**src/rtl/dram_arb_ctrl_if.sv**
```systemverilog
// rtl/dram_arb_ctrl_if.sv - one client port of the dram arbiter
// Purpose: bundles one master's request/grant and read-return signals.
// Ports (per instance):
//   req, we, addr, wdata, be   client -> arbiter  request, direction, word address, write data, byte enables
//   gnt                        arbiter -> client  combinational grant (req & gnt = accepted this cycle)
//   rvalid, rdata              arbiter -> client  read data valid one cycle after an accepted read, read data
// Modports: master (client engine side), slave (arbiter side).
interface dram_arb_ctrl_if #(
    parameter int ADDR_WIDTH = 15,
    parameter int DATA_WIDTH = 32,
    parameter int BE_WIDTH   = 4
);
    logic                  req;
    logic                  we;
    logic [ADDR_WIDTH-1:0] addr;
    logic [DATA_WIDTH-1:0] wdata;
    logic [BE_WIDTH-1:0]   be;
    logic                  gnt;
    logic                  rvalid;
    logic [DATA_WIDTH-1:0] rdata;

    modport master (
        output req, we, addr, wdata, be,
        input  gnt, rvalid, rdata
    );

    modport slave (
        input  req, we, addr, wdata, be,
        output gnt, rvalid, rdata
    );
endinterface

```
**src/rtl/dram_arb_ctrl.sv**
```systemverilog
// rtl/dram_arb_ctrl.sv - two-master round-robin arbiter and zero-fill sequencer for a single-port dram
// Purpose: after reset optionally sweeps the whole RAM to zero, then shares the single RAM port
//          between two masters, one transaction per cycle, with per-master read return.
// Ports:
//   clk, rst        clock, synchronous active-high reset
//   m0, m1          client ports (dram_arb_ctrl_if.slave): req/we/addr/wdata/be in, gnt/rvalid/rdata out
//   ram_addr        word address to the dram
//   ram_wr_data     write data to the dram
//   ram_wr_en       write enable to the dram
//   ram_wr_byte_en  byte enables to the dram
//   ram_rd_data     read data from the dram (1-cycle latency, unregistered output)
//   init_done       high once the zero-fill sweep has finished
module dram_arb_ctrl #(
    parameter int ADDR_WIDTH     = 15,
    parameter int DATA_WIDTH     = 32,
    parameter int BE_WIDTH       = 4,
    parameter int CLEAR_ON_RESET = 1
) (
    input  logic                  clk,
    input  logic                  rst,
    dram_arb_ctrl_if.slave        m0,
    dram_arb_ctrl_if.slave        m1,
    output logic [ADDR_WIDTH-1:0] ram_addr,
    output logic [DATA_WIDTH-1:0] ram_wr_data,
    output logic                  ram_wr_en,
    output logic [BE_WIDTH-1:0]   ram_wr_byte_en,
    input  logic [DATA_WIDTH-1:0] ram_rd_data,
    output logic                  init_done
);

    typedef enum logic {ST_INIT, ST_RUN} state_t;

    state_t                state;
    logic [ADDR_WIDTH-1:0] clr_cnt;
    logic                  last_m1;   // 1: m1 was granted last, so m0 wins a tie
    logic                  m0_rv_q;
    logic                  m1_rv_q;

    logic                  in_run;
    logic                  sel_m1;
    logic                  grant_any;

    // Grants are suppressed while rst is high so nothing is accepted in the reset cycle.
    assign in_run    = (state == ST_RUN) && !rst;
    assign sel_m1    = m1.req && (!m0.req || !last_m1);
    assign grant_any = in_run && (m0.req || m1.req);

    assign m0.gnt = in_run && m0.req && !sel_m1;
    assign m1.gnt = in_run && sel_m1;

    // A read accepted just before reset must not report its data.
    assign m0.rvalid = m0_rv_q && !rst;
    assign m1.rvalid = m1_rv_q && !rst;
    assign m0.rdata  = ram_rd_data;
    assign m1.rdata  = ram_rd_data;

    always_comb begin
        ram_addr       = '0;
        ram_wr_data    = '0;
        ram_wr_en      = 1'b0;
        ram_wr_byte_en = '0;
        if (state == ST_INIT) begin
            ram_addr       = clr_cnt;
            ram_wr_en      = 1'b1;
            ram_wr_byte_en = '1;
        end else if (grant_any) begin
            if (sel_m1) begin
                ram_addr       = m1.addr;
                ram_wr_data    = m1.wdata;
                ram_wr_en      = m1.we;
                ram_wr_byte_en = m1.be;
            end else begin
                ram_addr       = m0.addr;
                ram_wr_data    = m0.wdata;
                ram_wr_en      = m0.we;
                ram_wr_byte_en = m0.be;
            end
        end
    end

    always_ff @(posedge clk) begin
        if (rst) begin
            state     <= (CLEAR_ON_RESET != 0) ? ST_INIT : ST_RUN;
            init_done <= (CLEAR_ON_RESET == 0);
            clr_cnt   <= '0;
            last_m1   <= 1'b1;
            m0_rv_q   <= 1'b0;
            m1_rv_q   <= 1'b0;
        end else begin
            m0_rv_q <= m0.gnt && !m0.we;
            m1_rv_q <= m1.gnt && !m1.we;
            case (state)
                ST_INIT: begin
                    clr_cnt <= clr_cnt + 1'b1;
                    if (clr_cnt == '1) begin
                        state     <= ST_RUN;
                        init_done <= 1'b1;
                    end
                end
                ST_RUN: begin
                    if (grant_any) begin
                        last_m1 <= sel_m1;
                    end
                end
                default: state <= ST_RUN;
            endcase
        end
    end

endmodule

```
**src/flat_wrapper.sv**
```systemverilog
// flat-port wrapper written by rule: the top's interface ports become plain ports
module dram_arb_ctrl_flat 
#(
    parameter int ADDR_WIDTH     = 15,
    parameter int DATA_WIDTH     = 32,
    parameter int BE_WIDTH       = 4,
    parameter int CLEAR_ON_RESET = 1
)
  (clk, rst, ram_addr, ram_wr_data, ram_wr_en, ram_wr_byte_en, ram_rd_data, init_done, m0_req, m0_we, m0_addr, m0_wdata, m0_be, m0_gnt, m0_rvalid, m0_rdata, m1_req, m1_we, m1_addr, m1_wdata, m1_be, m1_gnt, m1_rvalid, m1_rdata);
  dram_arb_ctrl_if #(.ADDR_WIDTH(ADDR_WIDTH), .DATA_WIDTH(DATA_WIDTH), .BE_WIDTH(BE_WIDTH)) m0_i ();
  dram_arb_ctrl_if #(.ADDR_WIDTH(ADDR_WIDTH), .DATA_WIDTH(DATA_WIDTH), .BE_WIDTH(BE_WIDTH)) m1_i ();
  input  logic clk;
  input  logic rst;
  output logic [ADDR_WIDTH-1:0] ram_addr;
  output logic [DATA_WIDTH-1:0] ram_wr_data;
  output logic ram_wr_en;
  output logic [BE_WIDTH-1:0] ram_wr_byte_en;
  input  logic [DATA_WIDTH-1:0] ram_rd_data;
  output logic init_done;
  input wire logic [$bits(m0_i.req)-1:0] m0_req;
  input wire logic [$bits(m0_i.we)-1:0] m0_we;
  input wire logic [$bits(m0_i.addr)-1:0] m0_addr;
  input wire logic [$bits(m0_i.wdata)-1:0] m0_wdata;
  input wire logic [$bits(m0_i.be)-1:0] m0_be;
  output wire logic [$bits(m0_i.gnt)-1:0] m0_gnt;
  output wire logic [$bits(m0_i.rvalid)-1:0] m0_rvalid;
  output wire logic [$bits(m0_i.rdata)-1:0] m0_rdata;
  input wire logic [$bits(m1_i.req)-1:0] m1_req;
  input wire logic [$bits(m1_i.we)-1:0] m1_we;
  input wire logic [$bits(m1_i.addr)-1:0] m1_addr;
  input wire logic [$bits(m1_i.wdata)-1:0] m1_wdata;
  input wire logic [$bits(m1_i.be)-1:0] m1_be;
  output wire logic [$bits(m1_i.gnt)-1:0] m1_gnt;
  output wire logic [$bits(m1_i.rvalid)-1:0] m1_rvalid;
  output wire logic [$bits(m1_i.rdata)-1:0] m1_rdata;
  assign m0_i.req = m0_req;
  assign m0_i.we = m0_we;
  assign m0_i.addr = m0_addr;
  assign m0_i.wdata = m0_wdata;
  assign m0_i.be = m0_be;
  assign m0_gnt = m0_i.gnt;
  assign m0_rvalid = m0_i.rvalid;
  assign m0_rdata = m0_i.rdata;
  assign m1_i.req = m1_req;
  assign m1_i.we = m1_we;
  assign m1_i.addr = m1_addr;
  assign m1_i.wdata = m1_wdata;
  assign m1_i.be = m1_be;
  assign m1_gnt = m1_i.gnt;
  assign m1_rvalid = m1_i.rvalid;
  assign m1_rdata = m1_i.rdata;
  dram_arb_ctrl #(.ADDR_WIDTH(ADDR_WIDTH), .DATA_WIDTH(DATA_WIDTH), .BE_WIDTH(BE_WIDTH), .CLEAR_ON_RESET(CLEAR_ON_RESET)) u_core (.clk(clk), .rst(rst), .m0(m0_i), .m1(m1_i), .ram_addr(ram_addr), .ram_wr_data(ram_wr_data), .ram_wr_en(ram_wr_en), .ram_wr_byte_en(ram_wr_byte_en), .ram_rd_data(ram_rd_data), .init_done(init_done));
endmodule
```
**config.mk**
```make
export PLATFORM = sky130hd
export DESIGN_NAME = dram_arb_ctrl_flat
export DESIGN_NICKNAME = d
export VERILOG_FILES = /design/src/rtl/dram_arb_ctrl_if.sv /design/src/rtl/dram_arb_ctrl.sv /design/src/flat_wrapper.sv
export SDC_FILE = /design/constraint.sdc
export NUM_CORES = 1
export LEC_CHECK = 0
export CAP_MARGIN = 20
export CORE_AREA = 2 2 102 104
export CTS_BUF_LIST = sky130_fd_sc_hd__clkbuf_8
export CTS_CLUSTER_SIZE = 8
export DETAILED_ROUTE_END_ITERATION = 8
export DIE_AREA = 0 0 104 106
export PLACE_DENSITY = 0.79
export SLEW_MARGIN = 20
export SYNTH_ARGS = -nofsm -noshare
export SYNTH_HDL_FRONTEND = slang
export SYNTH_SLANG_ARGS = --single-unit
```
**constraint.sdc**
```tcl
create_clock -name clk -period 1.6 [get_ports clk]
set_input_delay 0.32 -clock clk [delete_from_list [all_inputs] [get_ports clk]]
set_output_delay 0.32 -clock clk [all_outputs]
set_load 0.1 [all_outputs]
```
==> metrics.txt <==
status finished, violations left; failing checks negative setup slack; global route overflow 0; Final Hold Vio Count 0; RSZ-0062 raised after global routing yes; CTS Root Cell clkbuf_8; initial antenna violation count 0; CTS buffer count 3; antenna diode count 0; Max Slew Vio Count 0; chip width 104 um; max_slew headroom 0.8145; H-tree lvl count 1; I/O Pins 261; Max-cap violations 0; Int Power 1.212 mW; Clk pwr share 0.220; vias in the first global route 3077; clk sinks 20; drt total wl roughly 12000 um; Initial DRC Count 80; final setup margin -0.4159 ns; Routed Antenna Nets 0; die height 106 um; Hold WC Path Type in -> reg; routed vias/inst roughly 4.8; Wirelength per Cell 20.09 um; Critical Path Sink Type output port; critical path required time 1.28 ns; Synth Instances approximately 330; Initial Util 0.2266; Area Growth Syn to Fin 163.2%; fin nets 610; crit-path max cell delay approximately 0.34 ns; Fin Hold WS 0.4726 ns; DIE AREA 11020 um2; Gate power share 0.493; clock skew between 0.004 and 0.005 ns; post-route setup TNS -19.22 ns; fin crit period about 2 ns; number of remaining DRC errors 0; Clock transition at path regs 0.08 ns; CP Cell Sequence buf_6 > a21boi_4 > buf_6 > buf_12 > nand2_1 > a21oi_4 > buf_12; proportion of layout cells with a drive suffix above 1 0.5299; HPWL after DPL 8512 um; final-report setup violation count 54; CTS tree done; num rows 37; Syn Std Cell Area approximately 2300 um2; post-synthesis register bit count 20; clock buffer depth 2; worst hold start rst; post-synth net total between 400 and 500; Achievable Freq 496.0 MHz; gpl congestion 0.8072; global-route wire length before repair between 15000 and 20000 um; Mean Syn Cell Area 6.784 um2; PortBufs 164; reg2reg start u_core.clr_cnt[10]; gr usage total 0.2039; Sw Ratio 0.3165; origin of the worst setup path u_core.last_m1; YS warnings 0; post-synth cell types 33; Slew @ Worst Pin between 0.2 and 0.3 ns; Critical Path AT 1.70 ns; CP startpoint kind register; P_sw between 0.5 and 0.6 mW; Seq/Total Area, Yosys 0.1767; kind of critical path reg -> out; Final period util 1.260; area of the core around 10000 um2; worst-skew pair later-pin latency between 0.2 and 0.3 ns; vias 2892; CP max stage cell dfxtp_2; P_leak 2.253 nW; CP Max Fanout 8; sequential share of power 0.287; Max VDD drop 0.2998 mV; power per cell area 297.2 nW/um2; largest net degree at the start of global routing 16; drt first pass iters 4
## per-stage QoR
stage                 util  power, mW  setup slack, ns  cell area [um2]  cells
CTS                 0.5684      1.698          -0.3808             5684    599
global placement    0.5078      1.184          -0.6076             5077    581
finish              0.5965      1.773          -0.4159             5964    604
detailed placement  0.5078      1.195          -0.7272             5077    581
global route        0.5965      1.842          -0.4517             5964    604
floorplan                -      1.573          -0.3164             3089    334
## worst max-delay path: cells and delay by family, from the launching register on
| family | cells | cell delay (ns) |
|---|---|---|
| flip-flops | 1 | 0.34 |
| AO/OA/AOI/OAI | 2 | 0.34 |
| AND/OR/NAND/NOR | 1 | 0.10 |
| buffers and inverters | 4 | 0.63 |
## layout by cell type (no fill, tap or decap), types with 3 or more instances in the layout
master	instances
clkbuf_8	4
inv_1	16
buf_4	25
o31ai_1	3
buf_12	65
mux2i_2	4
or4_1	4
xnor2_1	3
nand2_4	17
nor4_4	3
nand2_1	33
buf_6	8
mux2_2	5
buf_16	6
nand2_2	20
a21oi_1	6
dfxtp_1	17
clkdlybuf4s50_1	104
nor2_1	15
nand4_1	3
a21oi_4	32
o22ai_4	15
mux2i_4	15
o21ai_4	5
## metal layers
metal	vias to the layer above	GRT usage	part of all wire
met5	-	0	0
met4	0	0.03861	0.020
met3	23	0.05395	0.070
met2	172	0.4102	0.57
met1	1359	0.2113	0.34
li1	1338	-	-
## power by group through the flow
stage	Clock, mW	Sequential [mW]	Combinational [mW]
after floorplan	0	0.522	1.05
after global placement	0	0.521	0.663
after detailed placement	0	0.521	0.674
after CTS	0.386	0.508	0.804
after global routing	0.417	0.509	0.916
final	0.390	0.508	0.874
## state kept, by name, summed over array words and instances (netlist names)
name / cells
u_core.m1_rv_q: 1
u_core.m0_rv_q: 1
u_core.last_m1: 1
u_core.state: 1
u_core.clr_cnt: 15
u_core.init_done: 1
## cell usage after synthesis
master	count	share of area
clkbuf_2	1	0.0022
mux2i_1	21	0.093
or3_1	2	0.0055
clkbuf_1	8	0.013
nor2_1	16	0.027
o31ai_1	3	0.0099
a21boi_2	1	0.0050
nor2b_1	3	0.0083
nand2_1	70	0.12
ha_1	1	0.0055
a21oi_1	38	0.084
o22ai_1	16	0.044
or2_2	1	0.0028
o21ai_0	7	0.015
a31oi_1	1	0.0028
mux2_2	5	0.025
buf_1	5	0.0083
nor3_1	2	0.0044
buf_2	5	0.011
inv_1	16	0.027
nand3_1	3	0.0066
dfxtp_1	20	0.18
nor4_1	6	0.017
nand4b_1	1	0.0039
nand2b_1	1	0.0028
buf_4	66	0.22
nand4b_4	2	0.021
xnor2_1	3	0.012
o21bai_1	1	0.0033
xor2_1	1	0.0039
nand4_1	3	0.0083
a21bo_2	1	0.0044
or4_1	4	0.013
## path summary, 6_finish.rpt
| check | cells past startpoint | slack [ns] | to |
|---|---|---|---|
| setup / recovery | 7 | -0.42 | ram_wr_data[13] |
| hold / removal | 3 | 0.47 | u_core.clr_cnt[8] |
| setup reg to reg | 4 | 0.04 | u_core.clr_cnt[14] |
| hold reg to reg | 2 | 0.53 | u_core.init_done |
## cells by family after synthesis
logic type / count (synthesis) / synth area share
flops: 20 / 0.1767
mux: 26 / 0.1176
fa+ha+maj: 1 / 0.005521
xor+xnor: 4 / 0.01546
simple gates: 114 / 0.2358
compound gates: 68 / 0.1690
buf+inv: 101 / 0.2800
## what timing repair did
| action | CTS | global route |
|---|---|---|
| gates resized for setup | 70 | 60 |
| hold buffers | 0 | 0 |
| endpoints found under the hold margin | 0 | 0 |
| setup buffers | 9 | 7 |
| setup endpoints to repair | 61 | 61 |
| cloned | 7 | 1 |
| pin swaps | 30 | 38 |
## final cells by class
| class | count | area [um2] |
|---|---|---|
| timing repair buffer | 215 | 2905 |
| multi-input combinational | 213 | 2367 |
| tap | 136 | 170.2 |
| inverter | 16 | 60.06 |
| sequential | 20 | 406.6 |
| fill | 772 | 4035 |
| clock buffer | 4 | 55.05 |
(Power assumes the default switching activity.)
